File: src/rtl/mux_sel_arbiter.sv
// mux_sel_arbiter: round-robin select sequencer for a 3:1 mux.
// Grants one of a/b/c with bounded tenure; all outputs registered.
module mux_sel_arbiter #(
  parameter int HOLD = 4,
  parameter int CW   = 8
) (
  input  logic       clk,
  input  logic       rst,
  input  logic       en,
  input  logic [2:0] req,
  output logic [1:0] f,
  output logic [2:0] grant,
  output logic       busy,
  output logic       switch_pulse
);

  typedef enum logic {
    S_IDLE,
    S_GRANT
  } state_t;

  localparam logic [CW-1:0] RELOAD = CW'(HOLD - 1);

  state_t        r_state;
  logic [CW-1:0] r_cnt;
  logic [1:0]    r_ptr;
  logic [1:0]    r_f;
  logic [2:0]    r_grant;
  logic          r_busy;
  logic          r_pulse;

  state_t        w_state_n;
  logic [CW-1:0] w_cnt_n;
  logic [1:0]    w_ptr_n;
  logic [1:0]    w_f_n;
  logic [2:0]    w_grant_n;
  logic          w_busy_n;
  logic          w_pulse_n;

  logic          w_hit;
  logic [1:0]    w_win;
  logic          w_end;
  logic [1:0]    w_i0;
  logic [1:0]    w_i1;

  function automatic logic [1:0] nxt(input logic [1:0] x);
    return (x >= 2'd2) ? 2'd0 : x + 2'd1;
  endfunction

  function automatic logic [2:0] onehot(input logic [1:0] x);
    return 3'b001 << x;
  endfunction

  // Search order: the index after the last grant, wrapping; last grant last.
  always_comb begin
    w_i0  = nxt(r_ptr);
    w_i1  = nxt(w_i0);
    w_hit = 1'b1;
    w_win = r_ptr;
    if (req[w_i0])
      w_win = w_i0;
    else if (req[w_i1])
      w_win = w_i1;
    else if (req[r_ptr])
      w_win = r_ptr;
    else
      w_hit = 1'b0;
  end

  // Next-state and registered-output computation.
  always_comb begin
    w_state_n = r_state;
    w_cnt_n   = r_cnt;
    w_ptr_n   = r_ptr;
    w_f_n     = r_f;
    w_grant_n = r_grant;
    w_busy_n  = r_busy;
    w_pulse_n = 1'b0;
    w_end     = (r_state == S_GRANT) &&
                (!req[r_ptr] || (r_cnt == '0));
    if (en) begin
      unique case (r_state)
        S_IDLE: begin
          if (w_hit) begin
            w_state_n = S_GRANT;
            w_cnt_n   = RELOAD;
            w_ptr_n   = w_win;
            w_f_n     = w_win;
            w_grant_n = onehot(w_win);
            w_busy_n  = 1'b1;
            w_pulse_n = 1'b1;
          end
        end
        S_GRANT: begin
          if (!w_end) begin
            w_cnt_n = r_cnt - 1'b1;
          end else if (!w_hit) begin
            w_state_n = S_IDLE;
            w_cnt_n   = '0;
            w_grant_n = 3'b000;
            w_busy_n  = 1'b0;
          end else if (w_win != r_ptr) begin
            w_cnt_n   = RELOAD;
            w_ptr_n   = w_win;
            w_f_n     = w_win;
            w_grant_n = onehot(w_win);
            w_pulse_n = 1'b1;
          end else begin
            w_cnt_n = RELOAD;
          end
        end
        default: begin
          w_state_n = S_IDLE;
        end
      endcase
    end
  end

  // State and output registers with synchronous reset.
  always_ff @(posedge clk) begin
    if (rst) begin
      r_state <= S_IDLE;
      r_cnt   <= '0;
      r_ptr   <= 2'd2;
      r_f     <= 2'b00;
      r_grant <= 3'b000;
      r_busy  <= 1'b0;
      r_pulse <= 1'b0;
    end else begin
      r_state <= w_state_n;
      r_cnt   <= w_cnt_n;
      r_ptr   <= w_ptr_n;
      r_f     <= w_f_n;
      r_grant <= w_grant_n;
      r_busy  <= w_busy_n;
      r_pulse <= w_pulse_n;
    end
  end

  assign f            = r_f;
  assign grant        = r_grant;
  assign busy         = r_busy;
  assign switch_pulse = r_pulse;

endmodule

File: config.mk
export PLATFORM = sky130hd
export DESIGN_NAME = mux_sel_arbiter
export DESIGN_NICKNAME = d
export VERILOG_FILES = /design/src/rtl/mux_sel_arbiter.sv
export SDC_FILE = /design/constraint.sdc
export NUM_CORES = 1
export LEC_CHECK = 0
export BUFFER_PORTS_ARGS = -buffer_cell sky130_fd_sc_hd__buf_2
export CAP_MARGIN = 15
export CORE_ASPECT_RATIO = 0.8
export CORE_UTILIZATION = 49
export DETAILED_ROUTE_END_ITERATION = 8
export PLACE_DENSITY = 0.67
export RECOVER_POWER = 50
export SYNTH_ARGS = -nofsm -noshare
export SYNTH_HDL_FRONTEND = slang
export SYNTH_SLANG_ARGS = --single-unit
export TNS_END_PERCENT = 20
File: constraint.sdc
create_clock -name clk -period 1.8 [get_ports clk]
set_input_delay 0.18 -clock clk [delete_from_list [all_inputs] [get_ports clk]]
set_output_delay 0.18 -clock clk [all_outputs]
set_load 0.005 [all_outputs]
==> out/metrics.yaml, run 1 <==
yosys:
  synthMuxAreaShare_pct: 5.36
  synth_edf_count: 0
  synth_xor_area_share_pct: 4.26
  syn-num-nets: 119
  synthTopCellsByArea: "dfxtp_1, nor2_1, clkbuf_8"
  yosysUniqueCellTypes: 47
  synth_warnings: 0
  netlist_area_mm2: 0.00103
  synthCells: 111
  yosysMostFrequentCell: "dfxtp_1"
  synth_ff_type: "dfxtp_1"
  synth_compound_area_share_pct: 20.7
  yosysSeqAreaShare_pct: 33.1
  synthAdderAreaFrac_pct: 2.44
  synth_area_per_cell_um2: 9.25
  synth_top_area_share_pct: 33.1
  yosys-top-cells-count: "dfxtp_1, nor2_1, nand2_1, a21oi_1"
  synthSimpleGateAreaFrac_pct: 24.8
  synth_area_leader_cell: "dfxtp_1"
  synth_top_family_by_area: "simple AND/OR/NAND/NOR gates"
  synth-seq-cells: 17
  async_flop_share_pct: 0
routing:
  vias_per_cell: 5.54
  initialDrtViolationCount: 31
  vias: 814
  drtAntennaViolNets: 0
  drc_errors: 0
  wl_mm: 1.92
  avgRoutedWirePerCell_um: 13.1
  drtPass1Iterations: 4
floorplanning:
  dieHeight_um: 43.0
  die_area_mm2: 0.00228
  ioPinCount: 13
  initial_core_util_pct: 53.3
  std_cell_rows: 14
  core-area_mm2: 0.00193
  fp.dieW_um: 53.2
clocking:
  cts_resized: 0
  cts-hold-fix-buffers: 0
  cts_tree: "yes"
  clock_sinks: 17
  cts_root_buffer: "clkbuf_4"
  clockBufferDepth: 2
  htreeDepth: 1
  cts_buffers: 3
  clk_pin_slew_worst_paths_ns: 0.11
  cts_setup_buffers: 0
  insertion_delay_ns: 0.29
layout:
  final_util_pct: 57.0
  multi_input_area_um2: 592
  fin_area_mm2: 0.00110
  seqCellArea_um2: 343
  nFillCells: 179
  final_nets: 132
  drive_gt1_share_pct: 26.0
  area.growth.synth_to_final_pct: 6.94
  diodes: 0
sta:
  worst_slack_ns: 0.0998
  fin_setup_tns_ns: 0
  clock_skew_ns: 0.00366
  final_max_slew_viol_count: 0
  tightest_slew_ns: 0.480
  period_share_pct: 94.5
  timing.slew.headroom_pct: 67.7
  maxClockFrequency_mhz: 588
  hold_violations: 0
  layout_min_cycle_time_ns: 1.70
  rsz0062_at_grt: "false"
  setup_violations: 0
setup_path:
  cp.arrival_ns: 1.89
  critPathLaunchType: "register"
  cp-end-kind: "register"
  cp_cell_sequence: "inv_1, ha_1, and3_2, o211a_4, nor2_4, mux2_4"
  cp_max_fo: 6
  required_ns: 1.99
  reg2regPathDepth: 6
  r2r_slack_ns: 0.1
  worstSetupPathType: "reg -> reg"
  rr_startpoint: "r_cnt[1]"
  r2r_end: "r_ptr[0]"
  slowest_stage: "dfxtp_1"
  max_stage_delay_ns: 0.41
grt:
  grt_max_degree: 12
  grt_overflow_total: 0
  antenna_found_initial: 0
  grt_util_all_layers_pct: 20.4
  grt_pass1_wl_mm: 3.24
  grt_pass1_vias: 678
hold_path:
  holdPathEnd: "switch_pulse"
  min_path_cells: 2
  hp-class: "in -> reg"
  min_from: "rst"
run_status:
  status: "finished, final reports clean"
pwr:
  power_density_mw_per_mm2: 898
  combPwrFrac_pct: 31.1
  leakagePower_uw: 0.000463
  ir_drop_v: 0.000750
  p_clk_share_pct: 21.7
  netSwitchingPower_uw: 332
  seqPwrFrac_pct: 47.3
  p_int_uw: 654
  switching_share_pct: 33.7
flow_run:
  drv_cap: 0
place:
  dp_hpwl_mm: 1.43
  pre_cts_slack_ns: 0.0594
  place.gp.congestion: 0.762
  port-buffer-count: 12
  placed_area_mm2: 0.00107
-- cell families (layout without fill, tap and decap cells) --
kind of cell / after synthesis / in the layout
muxes: 5 / 5
DFF: 17 / 17
adders and majority gates: 2 / 2
xor gates and xnor gates: 5 / 5
and+or+nand+nor: 45 / 45
AOI/OAI and AO/OA: 25 / 25
buffers and inverters: 12 / 24
-- metrics by stage --
stage               hold slack, ns  total power, µW  cells
floorplan                    0.398              718    111
global placement             0.444              770    143
detailed placement           0.454              777    143
CTS                          0.177              993    147
global route                 0.190             1050    147
finish                       0.192              987    147
-- worst max-delay path, delay by kind of cell, from the launching register on --
family,cells,cell delay (ns)
and+or+nand+nor,2,0.35
buffers and inverters,1,0.08
adders and majority gates,1,0.20
muxes,1,0.31
AOI/OAI and AO/OA,1,0.24
DFF,1,0.41
-- layer usage --
| metal | vias to the layer above | track usage, % | part of all wire [%] |
|---|---|---|---|
| met3 | 2 | 6.45 | 6.0 |
| met2 | 19 | 24.6 | 39 |
| met5 | - | 0 | 0 |
| li1 | 424 | - | - |
| met1 | 369 | 32.9 | 54 |
| met4 | 0 | 6.32 | 0.99 |
-- flip-flops by register name, indices dropped and copies added, names as in the netlist --
signal,cells
r_state,1
r_ptr,2
r_cnt,8
f,1
grant,3
switch_pulse,1
busy,1
-- worst max-delay path by stage --
stage                        start       end  slack [ns]  cells past startpoint
after detailed placement  r_ptr[1]  r_ptr[0]        0.06                      5
after global placement    r_ptr[1]  r_ptr[0]        0.12                      5
after global routing      r_cnt[3]  grant[0]        0.02                      5
final                     r_cnt[1]  r_ptr[0]         0.1                      6
after CTS                 r_ptr[1]  r_ptr[0]        0.04                      5
after floorplan           r_cnt[0]  r_ptr[0]        0.16                      6
-- layout by cell type (no fill, tap or decap), types with 2 or more instances in the layout --
cell / instances
nor4_1: 2
clkbuf_4: 3
buf_2: 11
o21ai_0: 2
mux2i_1: 4
o32ai_1: 2
dfxtp_1: 15
xor2_1: 3
nor2_1: 15
a21oi_1: 5
buf_4: 4
inv_1: 4
o31ai_1: 2
nor2b_1: 2
nand3_1: 4
nor3_1: 2
xnor2_1: 2
nand2_1: 8
ha_1: 2
dfxtp_2: 2
-- power by group through the flow --
stage               clock [µW]  combinational (µW)  sequential, µW
floorplan                    0                 262             456
global placement             0                 300             470
detailed placement           0                 304             473
CTS                        222                 307             464
global route               238                 343             473
finish                     214                 307             466
-- area by class of cell --
type                    count  area share (%)
multi-input cells          82            53.9
flip-flops and latches     17            31.2
inverters                   4            1.37
clock buffers               3            2.05
well taps                  24            2.73
repair buffers             16            8.09
clock inverters             1           0.683
Power figures use the tool's default switching activity.
==> run 2: changes to the inputs <==
--- a/config.mk
+++ b/config.mk
@@ -10,6 +10,7 @@
 export CORE_ASPECT_RATIO = 0.8
 export CORE_UTILIZATION = 49
 export DETAILED_ROUTE_END_ITERATION = 8
+export GPL_ROUTABILITY_DRIVEN = 0
 export PLACE_DENSITY = 0.67
 export RECOVER_POWER = 50
 export SYNTH_ARGS = -nofsm -noshare
==> constraint.sdc (replaced) <==
create_clock -name clk -period 1.6 [get_ports clk]
set_input_delay 0.16 -clock clk [delete_from_list [all_inputs] [get_ports clk]]
set_output_delay 0.16 -clock clk [all_outputs]
set_load 0.005 [all_outputs]
==> run 2 against run 1 <==
First-iteration DRC count decreased by 42%; clock power is 8% higher; hold slack got worse by 0.023 ns; routed wire length increased by 14%; power rose by 21%.
==> out/metrics.yaml, run 2 (synthesized netlist as in run 1, its figures left out) <==
routing:
  avgRoutedWirePerCell_um: 14.2  # was 13.1 µm
  drtAntennaViolNets: 0  # unchanged
  vias_per_cell: 5.60  # was 5.54
  wl_mm: 2.19  # was 1.92 mm
  drtPass1Iterations: 5  # was 4
  drc_errors: 0  # unchanged
  vias: 862  # was 814
  initialDrtViolationCount: 18  # was 31
sta:
  setup_violations: 0  # unchanged
  final_max_slew_viol_count: 0  # unchanged
  tightest_slew_ns: 0.536  # was 0.480 ns
  clock_skew_ns: 0.00283  # was 0.00366 ns
  layout_min_cycle_time_ns: 1.59  # was 1.70 ns
  period_share_pct: 99.4  # was 94.5%
  rsz0062_at_grt: "true"  # was false
  fin_setup_tns_ns: 0  # unchanged
  hold_violations: 0  # unchanged
  hold_slack_ns: 0.169  # was 0.192 ns
  maxClockFrequency_mhz: 629  # was 588 MHz
  timing.slew.headroom_pct: 63.9  # was 67.7%
floorplanning:
  std_cell_rows: 14  # unchanged
  die_area_mm2: 0.00228  # unchanged
  fp.dieW_um: 53.2  # unchanged
  ioPinCount: 13  # unchanged
  core-area_mm2: 0.00193  # unchanged
  initial_core_util_pct: 53.3  # unchanged
  dieHeight_um: 43.0  # unchanged
setup_path:
  cp.arrival_ns: 1.79  # was 1.89 ns
  cp_max_fo: 4  # was 6
  critPathLaunchType: "register"  # unchanged
  cp-end-kind: "register"  # unchanged
  worstSetupPathType: "reg -> reg"  # unchanged
  required_ns: 1.80  # was 1.99 ns
pwr:
  ir_drop_v: 0.000892  # was 0.000750 V
  power_density_mw_per_mm2: 981  # was 898 mW/mm²
  leakagePower_uw: 0.000508  # was 0.000463 µW
  power_uw: 1190  # was 987 µW
clocking:
  cts_root_buffer: "clkbuf_4"  # unchanged
  clock_sinks: 17  # unchanged
  htreeDepth: 1  # unchanged
  cts_tree: "yes"  # unchanged
  clockBufferDepth: 2  # unchanged
  clk_pin_slew_worst_paths_ns: 0.10  # was 0.11 ns
  cts_buffers: 3  # unchanged
  insertion_delay_ns: 0.29  # about the same
place:
  port-buffer-count: 12  # unchanged
  dp_hpwl_mm: 1.52  # was 1.43 mm
  placed_area_mm2: 0.00111  # was 0.00107 mm²
layout:
  seqCellArea_um2: 350  # was 343 µm²
  nFillCells: 162  # was 179
  top_register: "r_cnt"  # unchanged
  final_common_cell: "nor2_1"
  final_nets: 139  # was 132
  diodes: 0  # unchanged
  drive_gt1_share_pct: 35.4  # was 26.0%
  largest_register_ffs: 8  # unchanged
  fin_area_mm2: 0.00121  # was 0.00110 mm²
  multi_input_area_um2: 651  # was 592 µm²
  area.growth.synth_to_final_pct: 18.1  # was 6.94%
  final_cell_mix: "nor2_1, dfxtp_1, buf_4"  # was nor2_1, dfxtp_1, buf_2
grt:
  antenna_found_initial: 0  # unchanged
  grt_pass1_vias: 756  # was 678
  grt_pass1_wl_mm: 3.34  # was 3.24 mm
  grt_overflow_total: 0  # unchanged
  grt_max_degree: 12  # unchanged
  grt_util_all_layers_pct: 20.5  # was 20.4%
hold_path:
  hp-class: "in -> reg"  # unchanged
run_status:
  status: "finished, final reports clean"  # unchanged
flow_run:
  drv_cap: 0  # unchanged
run 2: where the power goes:
part	total [µW]	leakage, µW	internal (µW)	switching (µW)
logic	438	0.000349	220	218
clock network	232	0.0000177	93.0	139
registers	520	0.000141	474	46.0
run 2: worst max-delay path, stage by stage (launching register included):
cell and delay (ns):
dfxtp_2 0.36, nor4_4 0.33, and3_4 0.24, o211a_4 0.17, nor2_4 0.05, buf_4 0.15
o21ba_2 0.20
run 2: area by class of cell:
cell class                 instances  share of cell area [%]
multi-input combinational         82                    53.6
sequential                        17                    28.9
timing repair buffer              23                    11.5
tap                               24                    2.47
clock buffer                       3                    1.86
inverter                           4                    1.24
clock inverter                     1                   0.412
run 2: path summary, 6_finish.rpt:
check,slack [ns],end,from,cells past startpoint
worst min-delay path,0.17,r_cnt[0],rst,2
worst max-delay path,0.009,f[1],r_cnt[4],6
worst max register to register,0.009,f[1],r_cnt[4],6
worst min register to register,0.48,grant[0],grant[0],2
run 2: repair_timing:
item / 4_1_cts / 5_1_grt
pin swaps: 0 / 4
gates resized for setup: 4 / 11
setup endpoints to repair: 8 / 10
hold buffers: 0 / 0
gates cloned: 0 / 0
setup buffers: 0 / 1
run 2: stage by stage:
step,util [%],instances,setup WS [ns]
2_1_floorplan,-,111,0.00766
3_3_place_gp,57.8,149,0.0155
3_5_place_dp,57.8,149,-0.0517
4_1_cts,59.9,153,0.000495
5_1_grt,63.0,154,-0.0622
6_report,63.0,154,0.00898
run 2: layer usage:
metal / GRT usage (%) / wire (µm) / up-vias
li1: - / - / 438
met1: 29.6 / 1140 / 385
met2: 29.4 / 898 / 37
met3: 7.53 / 135 / 2
met4: 3.16 / 13 / 0
met5: 0 / 0 / -
==> run 3: changes to the inputs <==
--- a/config.mk
+++ b/config.mk
@@ -9,6 +9,7 @@
 export CAP_MARGIN = 15
 export CORE_ASPECT_RATIO = 0.8
 export CORE_UTILIZATION = 49
+export CTS_BUF_LIST = sky130_fd_sc_hd__clkbuf_16
 export DETAILED_ROUTE_END_ITERATION = 8
 export GPL_ROUTABILITY_DRIVEN = 0
 export PLACE_DENSITY = 0.67
==> constraint.sdc (replaced) <==
create_clock -name clk -period 1.87 [get_ports clk]
set_input_delay 0.187 -clock clk [delete_from_list [all_inputs] [get_ports clk]]
set_output_delay 0.187 -clock clk [all_outputs]
set_load 0.005 [all_outputs]
==> run 3 against run 2 <==
Die area unchanged; via count decreased by 4.1%; cell area decreased by 6.8%; setup slack improved by 0.10 ns; global-route usage increased by 0.33 points; clock skew decreased by 0.00099 ns.
==> out/metrics.yaml, run 3 (synthesized netlist as in run 1, its figures left out) <==
pwr:
  leakagePower_uw: 0.000468  # was 0.000508 µW
  ir_drop_v: 0.000747  # was 0.000892 V
  power_density_mw_per_mm2: 1040  # was 981 mW/mm²
clocking:
  cts_buffers: 3  # unchanged
  cts_tree: "yes"  # unchanged
  clk_pin_slew_worst_paths_ns: 0.05  # was 0.10 ns
  clockBufferDepth: 2  # unchanged
  clock_sinks: 17  # unchanged
  cts_setup_buffers: 0  # unchanged
  insertion_delay_ns: 0.25  # was 0.29 ns
  htreeDepth: 1  # unchanged
  cts_root_buffer: "clkbuf_16"  # was clkbuf_4
routing:
  m1WireLength_mm: 1.06  # was 1.14 mm
  vias_per_cell: 5.70  # was 5.60
  highest_layer: "met4"  # unchanged
  vias: 827  # was 862
  wl_met2_um: 805  # was 898 µm
  met3_length_um: 98  # was 135 µm
  drtAntennaViolNets: 0  # unchanged
  initialDrtViolationCount: 12  # was 18
  drtPass1Iterations: 4  # was 5
  avgRoutedWirePerCell_um: 13.6  # was 14.2 µm
  wl_mm: 1.98  # was 2.19 mm
  drc_errors: 0  # unchanged
layout:
  area.growth.synth_to_final_pct: 10.1  # was 18.1%
  instances_no_fill: 145  # was 154
  drive_gt1_share_pct: 21.5  # was 35.4%
  final_nets: 130  # was 139
  top_register: "r_cnt"  # unchanged
  nFillCells: 179  # was 162
  diodes: 0  # unchanged
  largest_register_ffs: 8  # unchanged
  fin_area_mm2: 0.00113  # was 0.00121 mm²
  final_common_cell: "dfxtp_1"  # was nor2_1
  final_cell_mix: "dfxtp_1, nor2_1, buf_2"  # was nor2_1, dfxtp_1, buf_4
floorplanning:
  initial_core_util_pct: 53.3  # unchanged
  die_area_mm2: 0.00228  # unchanged
  ioPinCount: 13  # unchanged
  fp.dieW_um: 53.2  # unchanged
  std_cell_rows: 14  # unchanged
  dieHeight_um: 43.0  # unchanged
  core-area_mm2: 0.00193  # unchanged
place:
  dp_hpwl_mm: 1.46  # was 1.52 mm
  pre_cts_slack_ns: 0.136  # was -0.0517 ns
  placed_area_mm2: 0.00105  # was 0.00111 mm²
  port-buffer-count: 12  # unchanged
  dp_cells: 141  # was 149
hold_path:
  holdPathEnd: "switch_pulse"  # was r_cnt[0]
  min_from: "rst"  # unchanged
  hp-class: "in -> reg"  # unchanged
  min_path_cells: 2  # unchanged
setup_path:
  startpoint: "r_ptr[1]"  # was r_cnt[4]
  crit_cells: 5  # was 6
  cp_top_family: "compound AO/OA/AOI/OAI gates"  # was simple AND/OR/NAND/NOR gates
  cp.arrival_ns: 1.90  # was 1.79 ns
  worstPathBufferInverterCount: 0  # was 1
  cp-end-kind: "register"  # unchanged
  r2r_slack_ns: 0.11  # was 0.009 ns
  cp_max_fo: 8  # was 4
  critPathLaunchType: "register"  # unchanged
  required_ns: 2.01  # was 1.80 ns
  reg2regPathDepth: 5  # was 6
  rr_startpoint: "r_ptr[1]"  # was r_cnt[4]
  max_stage_delay_ns: 0.50  # was 0.36 ns
  slowest_stage: "dfxtp_1"  # was dfxtp_2
  cp_cell_sequence: "mux2i_1, o21a_1, o211a_4, nor2_4, mux2_4"  # was nor4_4, and3_4, o211a_4, nor2_4, buf_4, o21ba_2
  r2r_end: "r_ptr[0]"  # was f[1]
  worstSetupPathType: "reg -> reg"  # unchanged
sta:
  fin_setup_tns_ns: 0  # unchanged
  maxClockFrequency_mhz: 569  # was 629 MHz
  tightest_slew_ns: 0.521  # was 0.536 ns
  hold_slack_ns: 0.243  # was 0.169 ns
  timing.slew.headroom_pct: 64.9  # was 63.9%
  setup_violations: 0  # unchanged
  rsz0062_at_grt: "false"  # was true
  clock_skew_ns: 0.00184  # was 0.00283 ns
  final_max_slew_viol_count: 0  # unchanged
  layout_min_cycle_time_ns: 1.76  # was 1.59 ns
  hold_violations: 0  # unchanged
  period_share_pct: 94.0  # was 99.4%
  worst_slack_ns: 0.113  # was 0.00898 ns
flow_run:
  drv_cap: 0  # unchanged
grt:
  grt_pass1_vias: 743  # was 756
  grt_overflow_total: 0  # unchanged
  grt_max_degree: 12  # unchanged
  antenna_found_initial: 0  # unchanged
  grt_pass1_wl_mm: 3.44  # was 3.34 mm
  grt_util_all_layers_pct: 20.9  # was 20.5%
run_status:
  status: "finished, final reports clean"  # unchanged
run 3: through the flow:
step           util [%]  power [µW]
2_1_floorplan         -         691
3_3_place_gp       54.6         731
3_5_place_dp       54.6         740
4_1_cts            58.9        1190
5_1_grt            58.7        1240
6_report           58.7        1180
run 3: worst register-to-register path, cell delays in order, from the launching register on:
cell     delay [ns]
dfxtp_1        0.50
mux2i_1        0.15
o21a_1         0.24
o211a_4        0.28
nor2_4         0.17
mux2_4         0.31
run 3: worst max-delay path by stage:
| stage | end |
|---|---|
| finish | r_ptr[0] |
| global route | r_ptr[0] |
| CTS | r_ptr[0] |
| detailed placement | r_ptr[0] |
| global placement | r_ptr[0] |
| floorplan | r_ptr[0] |
run 3: final cells by class:
| class | count | area (µm²) | share of cell area, % |
|---|---|---|---|
| inverter | 4 | 15.0 | 1.33 |
| clock inverter | 1 | 7.51 | 0.664 |
| tap | 24 | 30.0 | 2.65 |
| multi-input combinational | 82 | 592 | 52.3 |
| timing repair buffer | 14 | 71.3 | 6.31 |
| clock buffer | 3 | 75.1 | 6.64 |
| sequential | 17 | 340 | 30.1 |
run 3: metal layers:
metal | global-route usage, % | up-vias
met5 | 0 | -
met4 | 6.32 | 0
met3 | 6.45 | 3
met2 | 26.8 | 17
met1 | 32.2 | 389
li1 | - | 418
run 3: power by group:
part	switching [µW]	total, µW	internal (µW)
Sequential	48.5	452	403
Clock	153	442	289
Combinational	147	282	136
run 3: timing repair:
item                                    in CTS  in global routing
hold buffers                                 0                  0
resized for setup                            0                  1
endpoints found under the hold margin        0                  0
endpoints found under the setup margin       0                  4
